## config.mk

```make
export PLATFORM = sky130hd
export DESIGN_NAME = mem_access_ctrl
export DESIGN_NICKNAME = d
export VERILOG_FILES = /design/src/rtl/mem_access_ctrl.sv
export SDC_FILE = /design/constraint.sdc
export NUM_CORES = 1
export LEC_CHECK = 0
export ABC_CLOCK_PERIOD_IN_PS = 3220
export BUFFER_PORTS_ARGS = -buffer_cell sky130_fd_sc_hd__buf_2
export CORE_MARGIN = 2
export CORE_UTILIZATION = 54
export DETAILED_ROUTE_END_ITERATION = 12
export PLACE_DENSITY = 0.86
export SLEW_MARGIN = 20
export SYNTH_ARGS = -nofsm -noshare
export SYNTH_HDL_FRONTEND = slang
export SYNTH_SLANG_ARGS = --single-unit
```

## constraint.sdc

```tcl
create_clock -name CLK -period 3.22 [get_ports CLK]
set_input_delay 0.483 -clock CLK [delete_from_list [all_inputs] [get_ports CLK]]
set_output_delay 0.483 -clock CLK [all_outputs]
set_load 0.01 [all_outputs]
```

## src/rtl/mem_access_ctrl.sv

```systemverilog
// MEM-stage data-memory access sequencer: holds the pipeline while a multi-cycle
// valid/ready access completes, and builds byte enables, store lanes and load extension.
module mem_access_ctrl #(
  parameter int DATA_WIDTH   = 32,
  parameter int FUNCT3_WIDTH = 3,
  parameter int TIMEOUT      = 16
) (
  input  logic                    CLK,
  input  logic                    RST,
  input  logic                    MemReadM,
  input  logic                    MemWriteM,
  input  logic [FUNCT3_WIDTH-1:0] funct3M,
  input  logic [DATA_WIDTH-1:0]   ALUResultM,
  input  logic [DATA_WIDTH-1:0]   WriteDataM,
  input  logic                    mem_ready,
  input  logic [DATA_WIDTH-1:0]   mem_rdata,
  output logic                    mem_req,
  output logic                    mem_we,
  output logic [DATA_WIDTH-1:0]   mem_addr,
  output logic [DATA_WIDTH-1:0]   mem_wdata,
  output logic [3:0]              mem_be,
  output logic                    StallM,
  output logic [DATA_WIDTH-1:0]   ReadDataM,
  output logic                    MisalignM,
  output logic                    MemErrM
);

  typedef enum logic [1:0] {IDLE, REQ, DONE} state_t;

  state_t                    state_q, state_d;
  logic [7:0]                cnt_q, cnt_d;
  logic [DATA_WIDTH-1:0]     addr_q, addr_d;
  logic [DATA_WIDTH-1:0]     wdata_q, wdata_d;
  logic [DATA_WIDTH-1:0]     rdata_q, rdata_d;
  logic [3:0]                be_q, be_d;
  logic                      we_q, we_d;
  logic                      err_q, err_d;
  logic [FUNCT3_WIDTH-1:0]   f3_q, f3_d;
  logic [1:0]                off_q, off_d;

  logic access;
  logic misaligned;

  function automatic logic is_misaligned(input logic [2:0] f3, input logic [1:0] off,
                                         input logic wr);
    return (f3[1:0] == 2'b01 && off[0]) ||
           (f3[1:0] == 2'b10 && off != 2'b00) ||
           (f3[1:0] == 2'b11) ||
           (wr && f3[2]);
  endfunction

  function automatic logic [3:0] byte_en(input logic [1:0] size, input logic [1:0] off);
    case (size)
      2'b00:   return 4'b0001 << off;
      2'b01:   return 4'b0011 << off;
      default: return 4'b1111;
    endcase
  endfunction

  function automatic logic [DATA_WIDTH-1:0] lane_rep(input logic [1:0] size,
                                                     input logic [DATA_WIDTH-1:0] wd);
    case (size)
      2'b00:   return {4{wd[7:0]}};
      2'b01:   return {2{wd[15:0]}};
      default: return wd;
    endcase
  endfunction

  function automatic logic [DATA_WIDTH-1:0] load_ext(input logic [DATA_WIDTH-1:0] rd,
                                                     input logic [2:0] f3,
                                                     input logic [1:0] off);
    logic [DATA_WIDTH-1:0] s;
    s = rd >> {off, 3'b000};
    case (f3)
      3'b000:  return {{24{s[7]}}, s[7:0]};
      3'b001:  return {{16{s[15]}}, s[15:0]};
      3'b100:  return {24'd0, s[7:0]};
      3'b101:  return {16'd0, s[15:0]};
      default: return rd;
    endcase
  endfunction

  assign access     = MemReadM | MemWriteM;
  assign misaligned = is_misaligned(funct3M, ALUResultM[1:0], MemWriteM);

  always_comb begin
    state_d   = state_q;
    cnt_d     = cnt_q;
    addr_d    = addr_q;
    wdata_d   = wdata_q;
    rdata_d   = rdata_q;
    be_d      = be_q;
    we_d      = we_q;
    f3_d      = f3_q;
    off_d     = off_q;
    err_d     = 1'b0;
    mem_req   = 1'b0;
    StallM    = 1'b0;
    MisalignM = 1'b0;
    case (state_q)
      IDLE: begin
        if (access) begin
          if (misaligned) begin
            MisalignM = 1'b1;
          end else begin
            StallM  = 1'b1;
            addr_d  = {ALUResultM[DATA_WIDTH-1:2], 2'b00};
            we_d    = MemWriteM;
            be_d    = byte_en(funct3M[1:0], ALUResultM[1:0]);
            wdata_d = lane_rep(funct3M[1:0], WriteDataM);
            f3_d    = funct3M;
            off_d   = ALUResultM[1:0];
            cnt_d   = 8'd0;
            state_d = REQ;
          end
        end
      end
      REQ: begin
        mem_req = 1'b1;
        StallM  = 1'b1;
        if (mem_ready) begin
          if (!we_q) rdata_d = load_ext(mem_rdata, f3_q, off_q);
          state_d = DONE;
        end else if (cnt_q == 8'(TIMEOUT - 1)) begin
          // Abandoned access: surface an error and release the pipeline with a zero result.
          err_d   = 1'b1;
          rdata_d = '0;
          state_d = DONE;
        end else begin
          cnt_d = cnt_q + 8'd1;
        end
      end
      DONE: begin
        cnt_d   = 8'd0;
        state_d = IDLE;
      end
      default: state_d = IDLE;
    endcase
  end

  always_ff @(posedge CLK) begin
    if (RST) begin
      state_q <= IDLE;
      cnt_q   <= 8'd0;
      addr_q  <= '0;
      wdata_q <= '0;
      rdata_q <= '0;
      be_q    <= 4'd0;
      we_q    <= 1'b0;
      err_q   <= 1'b0;
      f3_q    <= '0;
      off_q   <= 2'd0;
    end else begin
      state_q <= state_d;
      cnt_q   <= cnt_d;
      addr_q  <= addr_d;
      wdata_q <= wdata_d;
      rdata_q <= rdata_d;
      be_q    <= be_d;
      we_q    <= we_d;
      err_q   <= err_d;
      f3_q    <= f3_d;
      off_q   <= off_d;
    end
  end

  assign mem_we    = we_q;
  assign mem_addr  = addr_q;
  assign mem_wdata = wdata_q;
  assign mem_be    = be_q;
  assign ReadDataM = rdata_q;
  assign MemErrM   = err_q;

endmodule

```

* After elaboration in Yosys (flattened, before gate mapping)
Cells that the tools add are included.
** Operators by class
- Add/subtract/negate cells :: 1
- Muxes and demuxes :: 24
- Div/mod/pow operators :: 0
- Multipliers :: 0
- Equal/unequal tests :: 15
- $lt $le $gt $ge :: 0
- Reduce and logical (&&, ||, !) cells :: 17
- Shifts and indexed selects :: 3
- Bitwise logic cells :: 3
** Operator list (count)
- $pmux 32 s4 :: 1
- $mux 32 :: 3
- $pmux 32 s2 :: 1
- $mux 8 :: 4
- $shr 32x5->16 :: 1
- $pmux 8 s3 :: 1
- $ne 2x2->1 const B :: 5
- $reduce_and 3->1 :: 3
- $add 8x1->8 const B :: 1
- $eq 8x4->1 const B :: 1
- $mux 2 :: 4
- $pmux 4 s2 :: 1
- $mux 1 :: 7
- $eq 2x2->1 const B :: 3
- $eq 3x3->1 const B :: 2
- $reduce_and 5->1 :: 1
- $eq 2x1->1 const B :: 2
- $logic_not 2->1 :: 2
- $pmux 2 s2 :: 1
- $reduce_bool 2->1 :: 2
- $shl 1x2->4 const A :: 1
- $shl 2x2->4 const A :: 1
- $eq 3x1->1 const B :: 1
- $logic_and 1x1->1 :: 3
- 8 further kinds :: 11
** Storage, ports and cells
- Latch bits :: 0
- Input port bits :: 104
- RAM bits :: 0
- Memory bits (read-only) :: 0
- Memories :: 0
- Output and inout bits :: 105
- Flip-flop bits (word level) :: 115
- Logic and storage cells :: 73

* Depth between registers and ports, before layout
Gate-level depths: netlist (run 1).
- Word-level depth :: 8
- Gate-level depth with buffers :: 7
- Gate-level depth less buffers :: 5

* Worst setup path before layout (run 1)
OpenSTA, ideal clock, no wires.
- Path type :: input to output
- Start :: in ALUResultM[0]
- End :: out StallM
- Setup slack :: 1.054 ns
- Required time :: 2.737 ns
- Cell stages on the path :: 7
- Arrival time :: 1.683 ns
- Path buffers :: 3
- Cell sequence :: clkbuf_1 o21a_1 o22ai_1 buf_2 buf_2 a21oi_1 nor2_1
** On the way
- Longest elaborated chain between the ends :: 8
- Elaborated cells on any way between the ends :: 9
- Classes of those cells :: mux: 3; reduce/logical: 6
** RTL lines
- from (decl) :: RTL line 13 : input logic [DATA_WIDTH-1:0] ALUResultM,
- $reduce_bool 2->1 :: RTL line 47 : (f3[1:0] == 2'b10 && off != 2'b00) ||
- $logic_and 1x1->1 :: RTL line 47
- $logic_or 1x1->1 * :: RTL line 46 : return (f3[1:0] == 2'b01 && off[0]) ||
- $logic_or 1x1->1 * :: RTL line 47
- $logic_or 1x1->1 * :: RTL line 48 : (f3[1:0] == 2'b11) ||
- $mux 1 * :: RTL line 103 : if (misaligned) begin
- $mux 1 * :: RTL line 102 : if (access) begin
- $pmux 1 s2 * :: RTL line 100 : case (state_q)
- to (decl) :: RTL line 22 : output logic StallM,
Mark *: on every way between the ends. The rest lies on a longest branch, timed or not.

* Final worst setup path (run 1)
- Start :: reg state_q[0]
- End :: out MisalignM
** On the way
- Longest elaborated chain between the ends :: 2
** RTL lines
- from (decl) :: RTL line 30 : state_t state_q, state_d;
- from (signal assigned) :: RTL line 154 : state_q <= state_d;
- $logic_not 2->1 :: RTL line 100
- $mux 1 :: RTL line 100
- to (decl) :: RTL line 24 : output logic MisalignM,
No other way between the ends.

==> results of run 1 <==
-- area by class of cell --
type / count / area share
inverter: 18 / 0.00946
timing repair buffer: 217 / 0.156
multi-input combinational: 414 / 0.412
tap: 136 / 0.0238
clock buffer: 22 / 0.0648
clock inverter: 9 / 0.0114
sequential: 115 / 0.322
-- routing by layer --
layer  vias to the layer above  GRT usage
li1                       2723          -
met1                      2811      0.365
met2                       314      0.493
met3                        48     0.0999
met4                         2      0.118
met5                         -          0
-- sequential cells by signal, summed over array words and instances (netlist names), 2 cells and up --
signal	count
ReadDataM	32
mem_wdata	32
mem_addr	30
cnt_q	8
mem_be	4
f3_q	3
off_q	2
state_q	2
-- power breakdown --
group	internal [uW]	switching (uW)	leakage (uW)
registers	1510	57.9	0.000937
clock network	1070	644	0.000263
logic	256	410	0.00189
total	2840	1110	0.00309
-- critical path: cells and delay by family (launching register included) --
family,cells,cell delay [ns]
and+or+nand+nor,1,0.45
AOI/OAI and AO/OA,1,0.16
DFF,1,0.40
buffers and inverters,2,0.45
-- cell families after synthesis --
logic type / count (synthesis) / share of synthesized area
other: 1 / 0.000663
flip-flops: 115 / 0.407
adder cells (fa/ha/maj): 1 / 0.00221
buffers and inverters: 97 / 0.0786
multiplexers: 39 / 0.0750
AO/OA/AOI/OAI: 238 / 0.304
AND/OR/NAND/NOR: 130 / 0.126
XOR/XNOR: 4 / 0.00620
-- stage by stage --
step	area (sq um)	cells	hold WS, ns	util	worst slack [ns]
global placement	6590	900	0.444	0.644	0.700
detailed placement	6590	900	0.450	0.644	0.558
CTS	7140	931	0.199	0.698	0.771
finish	7140	931	0.212	0.698	0.726
floorplan	5660	626	0.457	-	1.05
global route	7140	931	0.206	0.698	0.661
-- worst min-delay path by stage --
| stage | from | to | slack, ns | depth (start not counted) |
|---|---|---|---|---|
| detailed placement | ReadDataM[3]$_SDFFE_PP0P_ | ReadDataM[3]$_SDFFE_PP0P_ | 0.45 | 1 |
| global placement | ReadDataM[3]$_SDFFE_PP0P_ | ReadDataM[3]$_SDFFE_PP0P_ | 0.44 | 1 |
| finish | ALUResultM[4] | mem_addr[4]$_SDFFE_PP0P_ | 0.21 | 3 |
| CTS | ALUResultM[4] | mem_addr[4]$_SDFFE_PP0P_ | 0.20 | 3 |
| floorplan | cnt_q[1]$_SDFFE_PP0P_ | cnt_q[1]$_SDFFE_PP0P_ | 0.46 | 2 |
| global route | ALUResultM[26] | mem_addr[26]$_SDFFE_PP0P_ | 0.21 | 3 |
-- cells in the final DEF, fill, tap and decap left out, drive strengths merged, types with 2 or more instances in the layout --
master	n
a2111oi	2
a211oi	11
a21oi	59
a221o	23
a22o	8
a311oi	17
a31oi	21
and2	2
and4b	2
buf	217
clkbuf	22
clkinv	5
clkinvlp	3
conb	2
dfxtp	115
inv	18
mux2	17
mux2i	21
nand2	35
nand3	3
nand3b	2
nand4	45
nor2	17
nor2b	11
nor3	6
nor4	2
o21ai	19
o21bai	2
o22ai	7
o2bb2ai	15
o31ai	44
xnor2	4
==> results.py, run 1 <==
metrics = {
    "logic_synthesis": {
        "synthArstFlopShare": 0,
        "syn_inst": 625,
        "synth_area_sq_um": 5650,
        "synth_commonest_cells": "115 x dfxtp_1, 59 x a21oi_1, 47 x clkbuf_1, 45 x nand4_1, 44 x o31ai_1",
        "synth_top_area_cell": "dfxtp_1",
        "synthFlopType": "dfxtp_1",
        "synth.most_common_cell": "dfxtp_1",
        "synth_top_cell_area_share": 0.407,
        "synth_edf_count": 0,
        "ys_top_cells_by_area": "dfxtp_1 41%, o31ai_1 5.8%, a21oi_1 5.2%",
        "syn_area_per_cell_sq_um": 9.05,
        "synth_seq_cells": 115,
        "ys_seq_area_frac": 0.407,
        "synth_cell_type_count": 52,
        "yosys_warnings": 0,
    },
    "timing": {
        "setup_viol": 0,
        "tightest_slew_ns": 0.995,
        "rsz0062_at_grt": "no",
        "slew_viol_final": 0,
        "relSlewSlack": 0.336,
        "post-route-period-util": 0.775,
        "min_period_ns": 2.49,
        "setup_tns_ns": 0,
        "max_freq_ghz": 0.401,
        "finClkSkew_ns": 0.00623,
        "hold_viol": 0,
    },
    "clock_network": {
        "clk_path_buf_depth": 2,
        "cts_setup_buffers": 0,
        "cts-resized-gates": 0,
        "cts_root_buffer": "clkbuf_8",
        "htreeDepth": 4,
        "clkLatencyLatePin_ns": 0.52,
        "cts_sinks": 115,
        "cts_hold_buf": 0,
        "cts_tree": "built",
        "path_clk_slew_ns": 0.06,
        "cts_inserted_buffers": 17,
    },
    "floorplan": {
        "core_area_sq_um": 10200,
        "fp-row-count": 37,
        "ios": 209,
        "dieArea_sq_um": 11300,
        "die_w_um": 106,
        "start_util": 0.553,
        "die_h_um": 106,
    },
    "routing": {
        "met3_length_mm": 1.53,
        "drcViolationCount": 0,
        "drt-total-wl_mm": 17.4,
        "dr.max_layer_used": "met5",
        "met2_wirelength_mm": 8.52,
        "dr.pass1.iters": 5,
        "vias": 5898,
        "dr.first_iter.drc_count": 640,
        "wl_per_cell_um": 18.6,
        "route.layer.met1.wl_mm": 6.86,
        "ant_nets": 0,
        "viasPerCell": 6.34,
    },
    "power": {
        "p_total_uw": 3950,
        "irDropWorstVdd_uv": 319,
        "leakage_uw": 0.00309,
        "power_density_nw_per_um2": 553,
    },
    "worst_setup_path": {
        "cp_cell_sequence": "or3_1, buf_4, a21oi_1, buf_2",
        "rr_startpoint": "state_q[0]$_SDFFE_PP0P_",
        "required_ns": 2.74,
        "cp_data_arrival_time_ns": 2.01,
        "worstSetupEndpoint": "MisalignM",
        "reg2reg_depth": 4,
        "critical-path-slowest-cell": "or3_1",
        "critPathLaunchType": "flip-flop",
        "critPathMaxFanout": 44,
        "criticalPathCategory": "flip-flop to output port",
        "r2r_end": "ReadDataM[25]$_SDFFE_PP0P_",
        "cpPeakStageDelay_ns": 0.45,
        "crit_path_end_kind": "output port",
        "r2r_setup_slack_ns": 0.96,
        "cp-startpoint": "state_q[0]$_SDFFE_PP0P_",
    },
    "global_routing": {
        "grt_max_degree": 88,
        "grt_usage": 0.301,
        "grt_overflow": 0,
        "antenna_found_initial": 1,
        "grt_pass1_vias": 5541,
        "grt_pass1_wl_mm": 27.2,
    },
    "final_layout": {
        "multi_input_area_sq_um": 2950,
        "final_layout_size_suffix_gt1_frac": 0.358,
        "antenna_cells": 0,
        "syn2layout_area_growth_pct": 26.3,
        "finalNetCount": 888,
        "fillerInstances": 788,
        "register_area_sq_um": 2300,
    },
    "run": {
        "cap_viol_max_count": 0,
    },
    "place": {
        "hpwl_mm": 11.5,
        "place.gp.congestion": 0.890,
        "placement.io_buffers": 206,
    },
    "min_path": {
        "hold_path_class": "input pin to flip-flop",
    },
    "run_status": {
        "status": "completed",
    },
}
No activity file was read; power rests on OpenSTA's default activity.
==> run 2, diff against run 1 <==
ABC_CLOCK_PERIOD_IN_PS = 2300   (was 3220)
CORE_UTILIZATION = 50   (was 54)
PLACE_DENSITY = 0.81   (was 0.86)
clock period = 2.3 ns   (was 3.22 ns; I/O delays follow)
==> run 2 against run 1 <==
  * Die area grew 7.7%
  * Sequential share of layout area is 0.61 points lower
  * First-iteration DRC count is 25% lower
  * Non-clock buffer count is 8 higher
  * Final cell count rose by 1.5%
  * Combinational power is 43% higher
  * Power grew 47%
  * Clock skew up 0.0037 ns
  * Flip-flop and latch count unchanged
  * Wire length grew 0.84%
  * Final area up 1.9%
  * Largest cell class unchanged
  * Largest power group unchanged
==> results.py, run 2 (synthesized netlist as in run 1, its figures left out) <==
metrics = {
    "run_status": {
        "status": "completed",
    },
    "timing": {
        "relSlewSlack": 0.520,
        "tightest_slew_ns": 0.712,
        "min_period_ns": 2.01,
        "fin_hold_ws_ns": 0.187,
        "post-route-period-util": 0.872,
        "finClkSkew_ns": 0.00992,
        "slew_viol_final": 0,
        "rsz0062_at_grt": "no",
        "hold_viol": 0,
        "max_freq_ghz": 0.499,
        "setup_tns_ns": 0,
        "setup_viol": 0,
    },
    "floorplan": {
        "fp-row-count": 38,
        "die_h_um": 110,
        "die_w_um": 110,
        "start_util": 0.517,
        "ios": 209,
        "core_area_sq_um": 10900,
        "dieArea_sq_um": 12200,
    },
    "clock_network": {
        "htreeDepth": 4,
        "cts-resized-gates": 0,
        "cts_inserted_buffers": 17,
        "clkLatencyLatePin_ns": 0.41,
        "cts_root_buffer": "clkbuf_16",
        "cts_setup_buffers": 0,
        "cts_sinks": 115,
        "cts_tree": "built",
        "path_clk_slew_ns": 0.05,
        "cts_hold_buf": 0,
        "clk_path_buf_depth": 2,
    },
    "power": {
        "leakage_uw": 0.00317,
        "p_total_uw": 5810,
        "irDropWorstVdd_uv": 545,
        "power_density_nw_per_um2": 797,
    },
    "global_routing": {
        "grt_overflow": 0,
        "grt_usage": 0.283,
        "grt_pass1_wl_mm": 26.8,
        "grt_pass1_vias": 5364,
        "grt_max_degree": 60,
        "antenna_found_initial": 2,
    },
    "worst_setup_path": {
        "path_depth": 5,
        "crit_buf_inv": 0,
        "cp_top_family": "compound AO/OA/AOI/OAI gates",
        "critical-path-slowest-cell": "o31a_4",
        "cp_cell_sequence": "ha_1, and4b_1, nand2_1, o31a_4, a221o_2",
        "required_ns": 2.59,
        "cpPeakStageDelay_ns": 0.45,
        "criticalPathCategory": "flip-flop to flip-flop",
        "crit_path_end_kind": "flip-flop",
        "cp_data_arrival_time_ns": 2.30,
        "critPathMaxFanout": 32,
        "critPathLaunchType": "flip-flop",
        "reg2reg_depth": 5,
    },
    "place": {
        "place.gp.congestion": 0.897,
        "placement.io_buffers": 206,
        "place_area_sq_um": 6680,
        "hpwl_mm": 12.0,
    },
    "routing": {
        "wl_per_cell_um": 18.5,
        "dr.first_iter.drc_count": 478,
        "viasPerCell": 6.11,
        "dr.pass1.iters": 7,
        "vias": 5776,
        "drcViolationCount": 0,
        "ant_nets": 0,
        "drt-total-wl_mm": 17.5,
    },
    "min_path": {
        "hold_path_class": "input pin to flip-flop",
        "whs_path_depth": 3,
    },
    "final_layout": {
        "layout.cells.most_common": "buf_2",
        "fillerInstances": 905,
        "final_layout_size_suffix_gt1_frac": 0.363,
        "register_area_sq_um": 2300,
        "utilization": 0.666,
        "syn2layout_area_growth_pct": 28.8,
        "final_cell_mix": "206 x buf_2, 115 x dfxtp_1, 59 x a21oi_1",
        "fin_area_sq_um": 7280,
        "finalNetCount": 896,
        "multi_input_area_sq_um": 2940,
    },
    "run": {
        "cap_viol_max_count": 0,
    },
}
-- run 2: changes by cell type in the layout (fill, tap and decap cells not counted), moves of 2 or more --
cell       before  now
bufinv_16       1    3
buf_12          0    2
clkbuf_1        2    4
buf_4          11   17
clkbuf_8        4    2
-- run 2: final cells by class --
cell class	instances	area share
multi-input cells	414	0.404
diodes	1	0.000344
repair buffers	225	0.165
clock buffers	23	0.0643
flip-flops and latches	115	0.316
clock inverters	9	0.0177
inverters	18	0.00928
well taps	140	0.0241
-- run 2: routing by layer --
layer	up-vias	share of wire	track usage
met5	-	0	0
met4	0	0.022	0.112
met3	32	0.083	0.0811
met2	277	0.48	0.457
met1	2733	0.41	0.356
li1	2734	-	-
-- run 2: worst paths after layout --
path                                  start                    endpoint  slack, ns
setup / recovery      cnt_q[0]$_SDFFE_PP0P_  ReadDataM[28]$_SDFFE_PP0P_       0.29
hold / removal               ALUResultM[30]   mem_addr[30]$_SDFFE_PP0P_       0.19
setup reg to reg      cnt_q[0]$_SDFFE_PP0P_  ReadDataM[28]$_SDFFE_PP0P_       0.29
hold reg to reg   mem_addr[10]$_SDFFE_PP0P_   mem_addr[10]$_SDFFE_PP0P_       0.47
-- run 2: worst min-delay path, delay by kind of cell --
| family | cells | cell delay, ns |
|---|---|---|
| AOI/OAI and AO/OA | 1 | 0.05 |
| buffers and inverters | 1 | 0.10 |
| and+or+nand+nor | 1 | 0.06 |
-- run 2: where the power goes --
| part | internal [uW] | switching (uW) |
|---|---|---|
| combinational | 378 | 573 |
| clock | 1750 | 910 |
| sequential | 2110 | 77.1 |
-- run 2: stage by stage --
step | setup WS (ns) | std cells
2_1_floorplan | 0.410 | 626
6_report | 0.294 | 945
4_1_cts | 0.282 | 944
5_1_grt | 0.135 | 945
3_3_place_gp | 0.387 | 912
3_5_place_dp | 0.297 | 912
